--- config.mk ---
export PLATFORM = sky130hd
export DESIGN_NAME = instr_fetch
export DESIGN_NICKNAME = d
export VERILOG_FILES = /design/src/rtl/cpu_defs.sv /design/src/rtl/instr_fetch.sv
export SDC_FILE = /design/constraint.sdc
export NUM_CORES = 1
export LEC_CHECK = 0
export BUFFER_PORTS_ARGS = -buffer_cell sky130_fd_sc_hd__clkbuf_2
export CAP_MARGIN = 20
export CORE_MARGIN = 10
export CORE_UTILIZATION = 49
export DETAILED_ROUTE_END_ITERATION = 6
export GPL_TIMING_DRIVEN = 0
export PLACE_DENSITY_LB_ADDON = 0.1
export SETUP_SLACK_MARGIN = 0.05
export SLEW_MARGIN = 5
export SYNTH_ARGS = -nofsm -noshare
export SYNTH_HDL_FRONTEND = slang
export SYNTH_SLANG_ARGS = --single-unit
--- constraint.sdc ---
create_clock -name clk -period 1.9 [get_ports clk]
set_clock_uncertainty 0.05 [all_clocks]
set_input_delay 0.095 -clock clk [delete_from_list [all_inputs] [get_ports clk]]
set_output_delay 0.095 -clock clk [all_outputs]
set_load 0.03 [all_outputs]
--- src/rtl/cpu_defs.sv ---
// rtl/cpu_defs.sv - shared CPU definitions: fetch FSM encoding, reset PC, decode helper
package cpu_defs;

    localparam logic [15:0] CPU_RESET_PC       = 16'h0000;
    localparam logic [3:0]  CPU_IMM_CLASS_ZERO = 4'b0000;

    typedef enum logic [1:0] {
        IDLE  = 2'd0,
        FETCH = 2'd1,
        HOLD  = 2'd2
    } fetch_state_t;

    // Bit 16 flags an immediate-class instruction for the controller.
    function automatic logic [16:0] decode_word(input logic [15:0] word,
                                                input logic [3:0]  zero_class);
        return {word[15:12] != zero_class, word};
    endfunction

endpackage

--- src/rtl/instr_fetch.sv ---
// rtl/instr_fetch.sv - single-outstanding instruction fetch with hold/stall and branch redirect
module instr_fetch
    import cpu_defs::*;
#(
    parameter logic [15:0] RESET_PC       = CPU_RESET_PC,
    parameter logic [3:0]  IMM_CLASS_ZERO = CPU_IMM_CLASS_ZERO
) (
    input  logic        clk,
    input  logic        reset_n,
    output logic        mem_req,
    output logic [15:0] mem_addr,
    input  logic        mem_ack,
    input  logic [15:0] mem_rdata,
    input  logic        stall,
    input  logic        branch_en,
    input  logic [15:0] branch_target,
    output logic [16:0] state,
    output logic        state_valid,
    output logic [15:0] pc
);

    fetch_state_t fsm;

    // mem_addr doubles as the fetch pointer; it only moves when an instruction is consumed.
    always_ff @(posedge clk or negedge reset_n) begin
        if (!reset_n) begin
            fsm         <= IDLE;
            mem_req     <= 1'b0;
            mem_addr    <= RESET_PC;
            pc          <= RESET_PC;
            state       <= 17'h0;
            state_valid <= 1'b0;
        end else begin
            case (fsm)
                IDLE: begin
                    fsm     <= FETCH;
                    mem_req <= 1'b1;
                end
                FETCH: begin
                    if (mem_req && mem_ack) begin
                        state       <= decode_word(mem_rdata, IMM_CLASS_ZERO);
                        pc          <= mem_addr;
                        state_valid <= 1'b1;
                        mem_req     <= 1'b0;
                        fsm         <= HOLD;
                    end
                end
                HOLD: begin
                    if (!stall) begin
                        mem_addr    <= branch_en ? branch_target : pc + 16'd1;
                        mem_req     <= 1'b1;
                        state_valid <= 1'b0;
                        fsm         <= FETCH;
                    end
                end
                default: begin
                    fsm         <= IDLE;
                    mem_req     <= 1'b0;
                    state_valid <= 1'b0;
                end
            endcase
        end
    end

endmodule
==> results.toml <==
[sta]
hold_ws_ns = 0.02565
finalCritPeriodShare_pct = 91.32
setup_tns_ns = 0
fmax_ghz = 0.5764
worst_pin_slew_ns = 0.5373
finalSetupViolCount = 0
slew_headroom_pct = 64.18
hold_viol = 0
finalCriticalPeriod_ns = 1.735
slew_viol_final = 0
rsz0062_at_grt = "yes"

[routing]
dr.pass1.iters = 4
drc = 0
wire_per_inst_um = 16.55
viasPerCell = 5.198
ant_nets = 0
wl_um = 6421
vias = 2017
dr.first_iter.drc_count = 63

[layout]
utilization_pct = 68.05
nFillCells = 360
area_growth_pct = 34.64
drive_gt1_share_pct = 43.61
diodes = 0
fin_nets = 358

[critical_path]
path_class = "reg -> reg"
worstPathMaxFanout = 7
end_kind = "flop"
cpMaxStageDelayCell = "dfrtp_1"
path_delay_family = "flip-flops"
required_ns = 2.03
start_kind = "flop"
crit_buf_inv = 0
critPathArrivalTime_ns = 1.86
cpPeakStageDelay_ns = 0.45
path_cells = "ha_1 > nand4_4 > o31a_1 > nor3_1 > o22ai_1"

[synth]
synth_edf_count = 0
syn_area_per_cell_um2 = 11.48
yosys_warnings = 0
synthCells = 208
syn_nets = 246
async_reset_ff_share_pct = 100.0
ys.flop_type = "dfrtp_1"
ys_seq_area_share_pct = 54.51
ys_ff_latch = 52
synth.distinct_cells = 31
netlist_area_um2 = 2387

[placement]
gp_congestion = 0.8158
dpl.hpwl_um = 4765
portBuffers = 86

[die]
coreArea_um2 = 4723
start_util_pct = 50.54
ioPinCount = 88
die_h_um = 89.80
die_area_um2 = 8064
row_count = 25
die_x_um = 89.80

[clock_network]
clk_latency_ns = 0.30
htreeDepth = 2
ctsLongestPathBuffers = 2
cts_buffers = 5
cts_root_buf = "clkbuf_8"
clock_sinks = 52
path_clk_slew_ns = 0.09
cts_tree = "built"

[grt]
grt_pass1_vias = 2172
antenna_found_initial = 0
grt_max_degree = 35
grt_pass1_wl_um = 10740
track_usage_pct = 15.94
overflow = 0

[pwr]
total_power_uw = 5724
ir_worst_vdd_v = 0.0009649
leakage_uw = 0.001507
power_density_nw_per_um2 = 1781

[worst_hold_path]
hold_class = "in -> reg"

[status]
outcome = "finished, final reports clean"

[job]
maxCapViolCount = 0
-- tightest hold or removal path: cells and delay by family --
kind | cells | cell delay, ns
AO/OA/AOI/OAI | 2 | 0.16
buffers and inverters | 1 | 0.08
-- stage by stage --
step                worst slack [ns]  cells  cell area [µm²]
finish                        0.1650    388             3214
global route                 0.03715    388             3214
CTS                          0.07445    388             3194
detailed placement           0.09045    362             2922
global placement              0.1174    361             2902
floorplan                     0.1420    208             2387
-- Yosys cell counts, types with 3 or more instances --
cell,instances,area share [%]
o31ai_1,3,0.94
mux2_2,31,15
and3_1,4,1.0
inv_1,3,0.47
nor4_2,3,1.6
nor2_1,12,1.9
nand3_1,6,1.3
o22ai_1,5,1.3
a21oi_1,12,2.5
clkbuf_1,4,0.63
o21ai_1,8,1.7
nor4_1,5,1.3
o21ai_0,10,2.1
buf_2,5,1.0
xnor2_1,9,3.3
dfrtp_1,52,55
nand2_1,17,2.7
-- placed cells by master, fill, tap and decap left out, drive strengths merged --
| master | n |
|---|---|
| nand2 | 17 |
| dlygate4sd3 | 18 |
| nand3 | 7 |
| xnor2 | 9 |
| nor2 | 12 |
| o31ai | 3 |
| clkinv | 2 |
| nand3b | 1 |
| clkbuf | 96 |
| a21oi | 12 |
| o21ai | 18 |
| inv | 3 |
| nor3 | 2 |
| or3b | 1 |
| o31a | 2 |
| nand4 | 4 |
| ha | 1 |
| and2 | 1 |
| mux2i | 2 |
| dfrtp | 52 |
| and3 | 4 |
| mux2 | 31 |
| or3 | 2 |
| nand2b | 1 |
| nor4 | 8 |
| buf | 6 |
| o22ai | 5 |
| nor3b | 1 |
-- where the power goes --
group	internal [µW]	switching (µW)
sequential	1650	564
combinational	1030	1850
clock	291	341
-- cell type report --
class	instances	area [µm²]	area share, %
multi-input combinational	144	1052	32.74
tap	67	83.83	2.608
inverter	3	11.26	0.3503
sequential	52	1303	40.52
clock buffer	6	82.58	2.569
buffer	9	41.29	1.285
timing repair buffer	105	630.6	19.62
clock inverter	2	10.01	0.3114
-- repair_timing --
item,in CTS,in global routing
hold endpoints to repair,35,0
setup endpoints to repair,0,5
buffers inserted,0,0
hold buffers,18,0
resized for setup,0,5
-- worst paths after layout --
kind / slack, ns / endpoint / start / depth (start not counted)
max reg2reg: 0.16 / mem_addr[10] / pc[1] / 5
max in group asynchronous: 1.01 / pc[0] / reset_n / 3
min in group asynchronous: 0.24 / pc[8] / reset_n / 2
min: 0.03 / mem_addr[11] / branch_target[11] / 3
max: 0.16 / mem_addr[10] / pc[1] / 5
min reg2reg: 0.46 / state[16] / state[16] / 2
-- per-layer routing --
| layer | vias up | part of all wire, % | track usage [%] |
|---|---|---|---|
| met5 | - | 0 | 0 |
| met4 | 0 | 0.67 | 4.178 |
| met2 | 64 | 51 | 28.03 |
| met3 | 5 | 8.2 | 6.567 |
| met1 | 973 | 40 | 17.22 |
| li1 | 975 | - | - |
-- state kept, by name, indices dropped and copies added, names as in the netlist --
name,flops
state_valid,1
mem_addr,16
pc,16
state,17
fsm,2
-- kinds of logic (layout without fill, tap and decap cells) --
logic type / after synthesis / count (layout) / synth area share, %
AO/OA/AOI/OAI: 40 / 40 / 9.277
XOR/XNOR: 9 / 9 / 3.302
adder cells (fa/ha/maj): 1 / 1 / 0.5240
buffers and inverters: 12 / 125 / 2.148
flip-flops: 52 / 52 / 54.51
multiplexers: 33 / 33 / 15.46
AND/OR/NAND/NOR: 61 / 61 / 14.78
(Power assumes the default switching activity.)
